[src/rtl/axi4s_frame_ctrl_pkg.sv]
// axi4s_frame_ctrl_pkg: shared FSM state encoding, err bit positions and a counter-width helper.
package axi4s_frame_ctrl_pkg;
  typedef enum logic [2:0] {
    S_IDLE,
    S_WAIT_SOF,
    S_ACTIVE,
    S_DRAIN,
    S_DONE
  } state_t;

  localparam int ERR_EARLY_TLAST = 0;
  localparam int ERR_LATE_TLAST  = 1;
  localparam int ERR_DROP_SOF    = 2;
  localparam int ERR_TIMEOUT     = 3;

  // Width of a counter spanning 0..n-1, never narrower than one bit.
  function automatic int cw(input int n);
    return (n > 1) ? $clog2(n) : 1;
  endfunction
endpackage

[src/rtl/axi4s_frame_ctrl_if.sv]
// axi4s_frame_ctrl_if: AXI4-Stream video bundle.
//   tdata/tvalid/tlast/tuser[2:0] flow master -> slave, tready flows slave -> master.
interface axi4s_frame_ctrl_if #(
  parameter int DATA_WIDTH = 24
);
  logic [DATA_WIDTH-1:0] tdata;
  logic                  tvalid;
  logic                  tready;
  logic                  tlast;
  logic [2:0]            tuser;

  modport master(output tdata, tvalid, tlast, tuser, input tready);
  modport slave (input tdata, tvalid, tlast, tuser, output tready);
endinterface

[src/rtl/frame_pos_cnt.sv]
// frame_pos_cnt: pixel (x) / line (y) position counter with end-of-line and end-of-frame flags.
//   clk, rst_n   : clock, asynchronous active-low reset
//   i_adv        : advance one pixel position
//   o_x, o_y     : current position
//   o_x_last     : x == W-1
//   o_y_last     : y == H-1
module frame_pos_cnt
  import axi4s_frame_ctrl_pkg::*;
#(
  parameter int W = 640,
  parameter int H = 480
) (
  input  logic             clk,
  input  logic             rst_n,
  input  logic             i_adv,
  output logic [cw(W)-1:0] o_x,
  output logic [cw(H)-1:0] o_y,
  output logic             o_x_last,
  output logic             o_y_last
);
  localparam int XW = cw(W);
  localparam int YW = cw(H);

  logic [XW-1:0] r_x;
  logic [YW-1:0] r_y;

  assign o_x      = r_x;
  assign o_y      = r_y;
  assign o_x_last = r_x == XW'(W - 1);
  assign o_y_last = r_y == YW'(H - 1);

  always_ff @(posedge clk or negedge rst_n) begin
    if (!rst_n) begin
      r_x <= '0;
      r_y <= '0;
    end else if (i_adv) begin
      r_x <= o_x_last ? '0 : r_x + XW'(1);
      if (o_x_last) r_y <= o_y_last ? '0 : r_y + YW'(1);
    end
  end
endmodule

[src/rtl/axi4s_frame_ctrl.sv]
// axi4s_frame_ctrl: frame-level gatekeeper between an upstream video stream and a processing pipeline.
//   clk, rst_n            : clock, asynchronous active-low reset
//   enable, start         : level enable (blocks re-arm only), one-cycle arm pulse
//   continuous            : re-arm automatically after each frame
//   exp_out_lines         : pipeline output lines that complete a frame
//   s_axis / m_axis       : upstream video in / regenerated video out
//   p_tvalid/p_tready/p_tlast : monitor taps on the pipeline output
//   busy, frame_done      : not idle, one-cycle end-of-frame pulse
//   err, err_clr          : sticky {timeout, drop_sof, late_tlast, early_tlast}, clear pulse
//   frame_count           : completed frames, wraps at 16 bits
module axi4s_frame_ctrl
  import axi4s_frame_ctrl_pkg::*;
#(
  parameter int IMAGE_WIDTH   = 640,
  parameter int IMAGE_HEIGHT  = 480,
  parameter int DATA_WIDTH    = 24,
  parameter int DRAIN_TIMEOUT = 4096
) (
  input  logic                      clk,
  input  logic                      rst_n,
  input  logic                      enable,
  input  logic                      start,
  input  logic                      continuous,
  input  logic [15:0]               exp_out_lines,
  axi4s_frame_ctrl_if.slave         s_axis,
  axi4s_frame_ctrl_if.master        m_axis,
  input  logic                      p_tvalid,
  input  logic                      p_tready,
  input  logic                      p_tlast,
  output logic                      busy,
  output logic                      frame_done,
  output logic [3:0]                err,
  input  logic                      err_clr,
  output logic [15:0]               frame_count
);
  localparam int XW = cw(IMAGE_WIDTH);
  localparam int YW = cw(IMAGE_HEIGHT);
  localparam int TW = $clog2(DRAIN_TIMEOUT + 1);

  state_t                r_state, w_next;
  logic [XW-1:0]         w_x;
  logic [YW-1:0]         w_y;
  logic                  w_x_last, w_y_last;
  logic [DATA_WIDTH-1:0] w_data;
  logic                  w_wait, w_fwd, w_hs, w_drop, w_p_hs, w_lines_ok, w_timeout, w_rearm;
  logic [3:0]            w_err_set;
  logic [15:0]           r_lines;
  logic [TW-1:0]         r_timer;
  logic [3:0]            r_err;
  logic [15:0]           r_fcnt;

  frame_pos_cnt #(.W(IMAGE_WIDTH), .H(IMAGE_HEIGHT)) u_pos (
    .clk      (clk),
    .rst_n    (rst_n),
    .i_adv    (w_hs),
    .o_x      (w_x),
    .o_y      (w_y),
    .o_x_last (w_x_last),
    .o_y_last (w_y_last)
  );

  // The SOF beat seen in WAIT_SOF is forwarded as beat 0 of the frame; every
  // other WAIT_SOF beat is swallowed with tready held high.
  assign w_wait   = (r_state == S_WAIT_SOF) & enable;
  assign w_fwd    = (r_state == S_ACTIVE) | (w_wait & s_axis.tuser[0]);
  assign w_data   = s_axis.tdata;
  assign w_hs     = m_axis.tvalid & m_axis.tready;
  assign w_drop   = w_wait & s_axis.tvalid & ~s_axis.tuser[0];
  assign w_p_hs   = p_tvalid & p_tready;

  assign m_axis.tdata  = w_data;
  assign m_axis.tvalid = w_fwd & s_axis.tvalid;
  assign m_axis.tlast  = w_x_last;
  assign m_axis.tuser  = {s_axis.tuser[2:1], (w_x == '0) & (w_y == '0)};
  assign s_axis.tready = w_fwd ? m_axis.tready : w_wait;

  assign w_lines_ok = r_lines >= exp_out_lines;
  // Timer value DRAIN_TIMEOUT-1 with another idle cycle means DRAIN_TIMEOUT idle cycles have elapsed.
  assign w_timeout  = (r_state == S_DRAIN) & ~w_lines_ok & ~w_p_hs & (r_timer == TW'(DRAIN_TIMEOUT - 1));
  assign w_rearm    = (w_next == S_WAIT_SOF) & (r_state != S_WAIT_SOF);

  always_comb begin
    w_err_set                  = '0;
    w_err_set[ERR_EARLY_TLAST] = w_hs & s_axis.tlast & ~w_x_last;
    w_err_set[ERR_LATE_TLAST]  = w_hs & ~s_axis.tlast & w_x_last;
    w_err_set[ERR_DROP_SOF]    = w_drop;
    w_err_set[ERR_TIMEOUT]     = w_timeout;
  end

  always_comb begin
    w_next = r_state;
    case (r_state)
      S_IDLE:     w_next = (start & enable) ? S_WAIT_SOF : S_IDLE;
      S_WAIT_SOF: w_next = !enable ? S_IDLE : !w_hs ? S_WAIT_SOF : (w_x_last & w_y_last) ? S_DRAIN : S_ACTIVE;
      S_ACTIVE:   w_next = (w_hs & w_x_last & w_y_last) ? S_DRAIN : S_ACTIVE;
      S_DRAIN:    w_next = (w_lines_ok | w_timeout) ? S_DONE : S_DRAIN;
      S_DONE:     w_next = (continuous & enable) ? S_WAIT_SOF : S_IDLE;
      default:    w_next = S_IDLE;
    endcase
  end

  always_ff @(posedge clk or negedge rst_n) begin
    if (!rst_n) begin
      r_state <= S_IDLE;
      r_lines <= '0;
      r_timer <= '0;
      r_err   <= '0;
      r_fcnt  <= '0;
    end else begin
      r_state <= w_next;
      r_lines <= w_rearm ? '0 : r_lines + 16'((r_state != S_IDLE) & w_p_hs & p_tlast);
      r_timer <= ((r_state == S_DRAIN) & ~w_p_hs) ? r_timer + TW'(1) : '0;
      r_err   <= err_clr ? '0 : r_err | w_err_set;
      r_fcnt  <= r_fcnt + 16'(r_state == S_DONE);
    end
  end

  assign busy        = r_state != S_IDLE;
  assign frame_done  = r_state == S_DONE;
  assign err         = r_err;
  assign frame_count = r_fcnt;
endmodule

[src/flat_wrapper.sv]
// flat-port wrapper written by rule: the top's interface ports become plain ports
module axi4s_frame_ctrl_flat import axi4s_frame_ctrl_pkg::*;
#(
  parameter int IMAGE_WIDTH   = 640,
  parameter int IMAGE_HEIGHT  = 480,
  parameter int DATA_WIDTH    = 24,
  parameter int DRAIN_TIMEOUT = 4096
)
  (clk, rst_n, enable, start, continuous, exp_out_lines, p_tvalid, p_tready, p_tlast, busy, frame_done, err, err_clr, frame_count, s_axis_tdata, s_axis_tvalid, s_axis_tlast, s_axis_tuser, s_axis_tready, m_axis_tdata, m_axis_tvalid, m_axis_tlast, m_axis_tuser, m_axis_tready);
  axi4s_frame_ctrl_if #(.DATA_WIDTH(DATA_WIDTH)) s_axis_i ();
  axi4s_frame_ctrl_if #(.DATA_WIDTH(DATA_WIDTH)) m_axis_i ();
  input  logic clk;
  input  logic rst_n;
  input  logic enable;
  input  logic start;
  input  logic continuous;
  input  logic [15:0] exp_out_lines;
  input  logic p_tvalid;
  input  logic p_tready;
  input  logic p_tlast;
  output logic busy;
  output logic frame_done;
  output logic [3:0] err;
  input  logic err_clr;
  output logic [15:0] frame_count;
  input wire logic [$bits(s_axis_i.tdata)-1:0] s_axis_tdata;
  input wire logic [$bits(s_axis_i.tvalid)-1:0] s_axis_tvalid;
  input wire logic [$bits(s_axis_i.tlast)-1:0] s_axis_tlast;
  input wire logic [$bits(s_axis_i.tuser)-1:0] s_axis_tuser;
  output wire logic [$bits(s_axis_i.tready)-1:0] s_axis_tready;
  output wire logic [$bits(m_axis_i.tdata)-1:0] m_axis_tdata;
  output wire logic [$bits(m_axis_i.tvalid)-1:0] m_axis_tvalid;
  output wire logic [$bits(m_axis_i.tlast)-1:0] m_axis_tlast;
  output wire logic [$bits(m_axis_i.tuser)-1:0] m_axis_tuser;
  input wire logic [$bits(m_axis_i.tready)-1:0] m_axis_tready;
  assign s_axis_i.tdata = s_axis_tdata;
  assign s_axis_i.tvalid = s_axis_tvalid;
  assign s_axis_i.tlast = s_axis_tlast;
  assign s_axis_i.tuser = s_axis_tuser;
  assign s_axis_tready = s_axis_i.tready;
  assign m_axis_tdata = m_axis_i.tdata;
  assign m_axis_tvalid = m_axis_i.tvalid;
  assign m_axis_tlast = m_axis_i.tlast;
  assign m_axis_tuser = m_axis_i.tuser;
  assign m_axis_i.tready = m_axis_tready;
  axi4s_frame_ctrl #(.IMAGE_WIDTH(IMAGE_WIDTH), .IMAGE_HEIGHT(IMAGE_HEIGHT), .DATA_WIDTH(DATA_WIDTH), .DRAIN_TIMEOUT(DRAIN_TIMEOUT)) u_core (.clk(clk), .rst_n(rst_n), .enable(enable), .start(start), .continuous(continuous), .exp_out_lines(exp_out_lines), .s_axis(s_axis_i), .m_axis(m_axis_i), .p_tvalid(p_tvalid), .p_tready(p_tready), .p_tlast(p_tlast), .busy(busy), .frame_done(frame_done), .err(err), .err_clr(err_clr), .frame_count(frame_count));
endmodule
[config.mk]
export PLATFORM = sky130hd
export DESIGN_NAME = axi4s_frame_ctrl_flat
export DESIGN_NICKNAME = d
export VERILOG_FILES = /design/src/rtl/axi4s_frame_ctrl_pkg.sv /design/src/rtl/axi4s_frame_ctrl_if.sv /design/src/rtl/frame_pos_cnt.sv /design/src/rtl/axi4s_frame_ctrl.sv /design/src/flat_wrapper.sv
export SDC_FILE = /design/constraint.sdc
export NUM_CORES = 1
export LEC_CHECK = 0
export ABC_AREA = 1
export CAP_MARGIN = 20
export CELL_PAD_IN_SITES_DETAIL_PLACEMENT = 1
export CELL_PAD_IN_SITES_GLOBAL_PLACEMENT = 2
export CORE_MARGIN = 2
export CORE_UTILIZATION = 31
export DETAILED_ROUTE_END_ITERATION = 8
export PLACE_DENSITY = 0.91
export SETUP_SLACK_MARGIN = 0.2
export SYNTH_ARGS = -nofsm -noshare
export SYNTH_HDL_FRONTEND = slang
export SYNTH_HIERARCHICAL = 1
export SYNTH_SLANG_ARGS = --single-unit
[constraint.sdc]
create_clock -name clk -period 4.65 [get_ports clk]
set_clock_uncertainty 0.15 [all_clocks]
set_input_delay 1.1625 -clock clk [delete_from_list [all_inputs] [get_ports clk]]
set_output_delay 1.1625 -clock clk [all_outputs]
set_load 0.01 [all_outputs]
Word-level counts from Yosys, hierarchy flattened
Index checks and enable logic that the tools add are counted.
- flip-flop bits (word level): 71
- input port bits: 55
- logic and storage cells: 73
- reduce and logical (&&, ||, !) cells: 5
- bitwise logic cells: 32
- add/subtract/negate cells: 5
- equality and inequality tests: 9
- $lt $le $gt $ge: 1
- muxes and demuxes: 14
- operators by type and width (kind ; number):
    bitwise AND 1 bit ; 23
    adder 16 x 1 -> 16 bit ; 1
    adder 16 bit ; 1
    bitwise AND 16 x 1 -> 16 bit ; 1
    greater-or-equal comparator 16 bit ; 1
    2-to-1 mux 16 bit ; 1
    one-hot mux 3 bit (5 select lines) ; 1
    adder 13 x 1 -> 13 bit (second input constant) ; 1
    equality test 13 x 12 -> 1 bit (second input constant) ; 1
    2-to-1 mux 13 bit ; 1
    adder 10 x 1 -> 10 bit (second input constant) ; 1
    equality test 10 bit (second input constant) ; 1
    logical NOT 10 bit ; 1
    2-to-1 mux 10 bit ; 1
    adder 9 x 1 -> 9 bit (second input constant) ; 1
    equality test 9 bit (second input constant) ; 1
    logical NOT 9 bit ; 1
    2-to-1 mux 3 bit ; 3
    2-to-1 mux 9 bit ; 1
    equality test 3 x 1 -> 1 bit (second input constant) ; 2
    equality test 3 x 2 -> 1 bit (second input constant) ; 2
    2-to-1 mux 1 bit ; 5
    NOT 1 bit ; 5
    2-to-1 mux 4 bit ; 1
    other kinds (7) ; 8

Logic depth before layout (Yosys ltp)
- depth after elaboration: 13
- mapped depth: 14

Cells and area by module
Netlist, hierarchy kept.
- by module, submodules not included (module ; seq. area each (sq um) ; area an instance (sq um) ; times used ; cells each):
    axi4s_frame_ctrl ; 1301.2 ; 3261.9 ; 1 ; 402
    frame_pos_cnt ; 475.5 ; 1113.6 ; 1 ; 147

Worst setup path after synthesis
No wires, ideal clock.
- kind: in2out
- start point: in enable
- end point: out s_axis_tready
- setup slack: 1.716 ns
- stages on the path: 3
- arrival time: 1.622 ns
- cells stage by stage: nand4_1 nand2_2 o21ai_0
- word-level cells in the longest chain between the ends: 4
- RTL lines (item ; line ; text):
    start: declaration ; flat_wrapper.sv:14 ; input logic enable;
    bitwise AND 1 bit * ; axi4s_frame_ctrl.sv:64 ; assign w_wait = (r_state == S_WAIT_SOF) & enable;
    bitwise AND 1 bit ; axi4s_frame_ctrl.sv:65 ; assign w_fwd = (r_state == S_ACTIVE) | (w_wait & s_axis.tuser[0]);
    OR 1 bit ; axi4s_frame_ctrl.sv:65 ;
    2-to-1 mux 1 bit * ; axi4s_frame_ctrl.sv:75 ; assign s_axis.tready = w_fwd ? m_axis.tready : w_wait;
    end: declaration ; flat_wrapper.sv:30 ; output wire logic [$bits(s_axis_i.tready)-1:0] s_axis_tready;
Mark *: on every way between the ends. The rest lies on a longest branch, timed or not.

Worst setup path in the final report
Same ends and word-level chain as after synthesis.

==> metrics.md <==
| Metric | Value |
|---|---|
| Top fanout value on the critical path | 3 |
| Unrepaired setup endpoints after global routing | no |
| Core Footprint | 13,800 µm² |
| Overflow left after global routing | 0 |
| Total internal power | 1.12 mW |
| Clock tree sinks | 71 |
| Clock edge transition at the registers on the reported setup and hold paths | 0.05 ns |
| Maximum number of pins on one net before global-route repair | 72 |
| Pins over their slew limit | 0 |
| Synth area leaders | dfrtp_1, nand2_1, inv_1 |
| Type of the worst setup path | in2out |
| Wire length of the first global-routing pass | 17,700 µm |
| Total standard cell area after synthesis | 4380 µm² |
| Headroom to the max-slew limit | 0.374 |
| Status | finished, final reports clean |
| Via count of the first global-routing pass | 3,800 |
| Combined buffer and inverter count along the critical path | 2 |
| Initial DRC Count | 109 |
| Routed length per placed instance | 13.7 µm |
| Chip width | 123 µm |
| Period utilization | 0.847 |
| Antenna cells | 0 |
| Sequence of cells on the critical path | clkdlybuf4s50_1 -> nand4_1 -> nand2_2 -> nand2_2 -> o21ai_0 -> clkdlybuf4s50_1 |
| Die outline height | 123 µm |
| Clock tree from TritonCTS | done |
| Remaining antenna violation count after routing | 0 |
| Final-report hold violation count | 0 |
| Total DRC errors in the routed layout | 0 |
| Longest individual stage delay on the worst path | 0.56 ns |
| Buffers on Ports | 54 |
| Comb power frac | 0.139 |
| Peak clock frequency supported by timing | 254 MHz |
| Clk buf depth | 2 |
| Number of rows created at floorplan | 43 |
| Number of clock buffers inserted by TritonCTS | 9 |
| Path type of the worst min-delay path | reg2reg |
| Number of detailed-route iterations in the first pass | 4 |
| Sequential element share of the synthesized area | 0.406 |
| Startpoint type of the worst setup path | primary input |
| # H-tree levels | 3 |
| Number of antenna violations at the first check in global routing | 0 |
| Critical path data required time | 3.34 ns |
| Buffers inserted by post-CTS timing repair | 0 |
| I/O pin total | 107 |
| Cell count after synthesis | 549 |
| Detail Placement HPWL | 8160 µm |
| Total wire length after detailed routing | 10,600 µm |
| Portion of total power attributed to the clock network | 0.414 |
| Total Negative Setup Slacks | 0 ns |
| Share of layout cells above drive strength 1 | 0.0915 |
| Floorplan die area | 15,100 µm² |
| Routability cong. | 0.769 |
| Starting density of the core | 0.316 |
| Endpoint type of the worst setup path | primary output |
| Detailed-route via count | 3,605 |
| Finish-stage setup viols | 0 |
| Worst slew pin tran | 0.939 ns |
| Net Count, Synth | 627 |
| Net switching power | 0.394 mW |
| Clock tree root buffer cell | clkbuf_16 |
| CTS-repair resized insts | 0 |
| Cell type group with the largest total delay on the critical path | buffers and inverters |
| Fillers | 1,700 |
| Cell accounting for the most synthesized area | dfrtp_1 |
| Later-pin clock latency in the skew report | 0.33 ns |
| Reported max-cap violation count | 0 |
| Count of distinct cell types in the synthesized netlist | 34 |
| Yosys warns | 6 |
| Mean cell area of the mapped netlist | 7.97 µm² |
| Switching Fraction | 0.260 |
| Slowest CP cell | clkdlybuf4s50_1 |
| Ratio of total power to cell area | 292 nW/µm² |
| Area share of the leading cell type in the synthesized netlist | 0.406 |
| Critical path arrival | 2.62 ns |
| Number of hold buffers added after cts | 0 |
| Final Net Count | 665 |
| Tightest hold margin | 0.327 ns |
| Number of flip-flops and latches in the synthesized netlist | 71 |
| All-layer global routing usage | 0.149 |
| Worst supply voltage drop on vdd | 0.000124 V |
| Vias/cell | 4.68 |
| Leading cell types in the layout, fill and taps excluded | nand2_1, inv_1, dfrtp_1 |
| Period minus WS final | 3.94 ns |
| Static leakage power | 2.48 nW |
| Most frequent standard cell in the layout excluding fill and tap cells | nand2_1 |
| Area added between synthesis and finish | 18.6% |
| Portion of total power attributed to sequential cells | 0.446 |
[metal layers]
layer	GRT usage	up-vias	wire length [µm]
li1	-	1788	-
met3	0.0339	17	359
met1	0.186	1741	4810
met2	0.254	59	5200
met5	0	-	0
met4	0.0517	0	210
[synth_stat cells, drive strengths merged]
library cell,count
nor3,18
a31oi,1
inv,85
nand3b,1
o21ai,17
nor3b,2
nand2,120
o21bai,1
a21oi,23
nand3,39
xor2,25
or3,1
ha,23
o31ai,1
xnor2,5
nor4,4
nand4,9
dfrtp,71
nor2,74
buf,28
o211a,1
[kinds of logic after synthesis]
kind of cell,count (synthesis),synth area share
buffers and inverters,113,0.123
AOI/OAI and AO/OA,44,0.0555
adders and majority gates,23,0.0658
and+or+nand+nor,268,0.290
DFF,71,0.406
xor gates and xnor gates,30,0.0601
[area by class of cell]
type	count	area, µm²	area share
well taps	180	225	0.0434
inverters	85	319	0.0615
repair buffers	55	543	0.105
clock buffers	13	260	0.0501
clock inverters	1	5.00	0.000964
flip-flops and latches	71	1780	0.342
multi-input cells	365	2060	0.397
[registers in the layout, summed over array words and instances, names as in the netlist]
signal,count
u_core/frame_count,16
u_core/r_lines,16
u_core/r_timer,13
u_core/u_pos/o_x,10
u_core/u_pos/o_y,9
u_core/err,4
u_core/r_state,3
[power by group through the flow]
stage | registers, mW | clock network (mW) | logic, mW
final | 0.676 | 0.627 | 0.211
after detailed placement | 0.686 | 0 | 0.217
after CTS | 0.676 | 0.647 | 0.218
after global placement | 0.684 | 0 | 0.208
after global routing | 0.679 | 0.678 | 0.243
after floorplan | 0.680 | 0 | 0.147
[path summary, 6_finish.rpt]
path / start / endpoint / slack [ns] / depth (start not counted)
setup / recovery: enable / s_axis_tready / 0.71 / 6
hold / removal: u_core/frame_count[15] / u_core/frame_count[15] / 0.33 / 1
setup reg to reg: u_core/r_state[0] / u_core/frame_count[12] / 1.97 / 11
hold reg to reg: u_core/frame_count[15] / u_core/frame_count[15] / 0.33 / 1
max in group asynchronous: rst_n / u_core/frame_count[1] / 2.83 / 2
min in group asynchronous: rst_n / u_core/frame_count[6] / 0.89 / 2
[through the flow]
| stage | setup slack [ns] | util | area [µm²] | std cells | power (mW) |
|---|---|---|---|---|---|
| floorplan | 1.72 | - | 4380 | 549 | 0.827 |
| global placement | 0.728 | 0.356 | 4930 | 756 | 0.891 |
| detailed placement | 0.714 | 0.356 | 4930 | 756 | 0.903 |
| CTS | 0.708 | 0.375 | 5190 | 770 | 1.54 |
| global route | 0.640 | 0.375 | 5190 | 770 | 1.60 |
| finish | 0.713 | 0.375 | 5190 | 770 | 1.51 |
(Power assumes the default switching activity.)
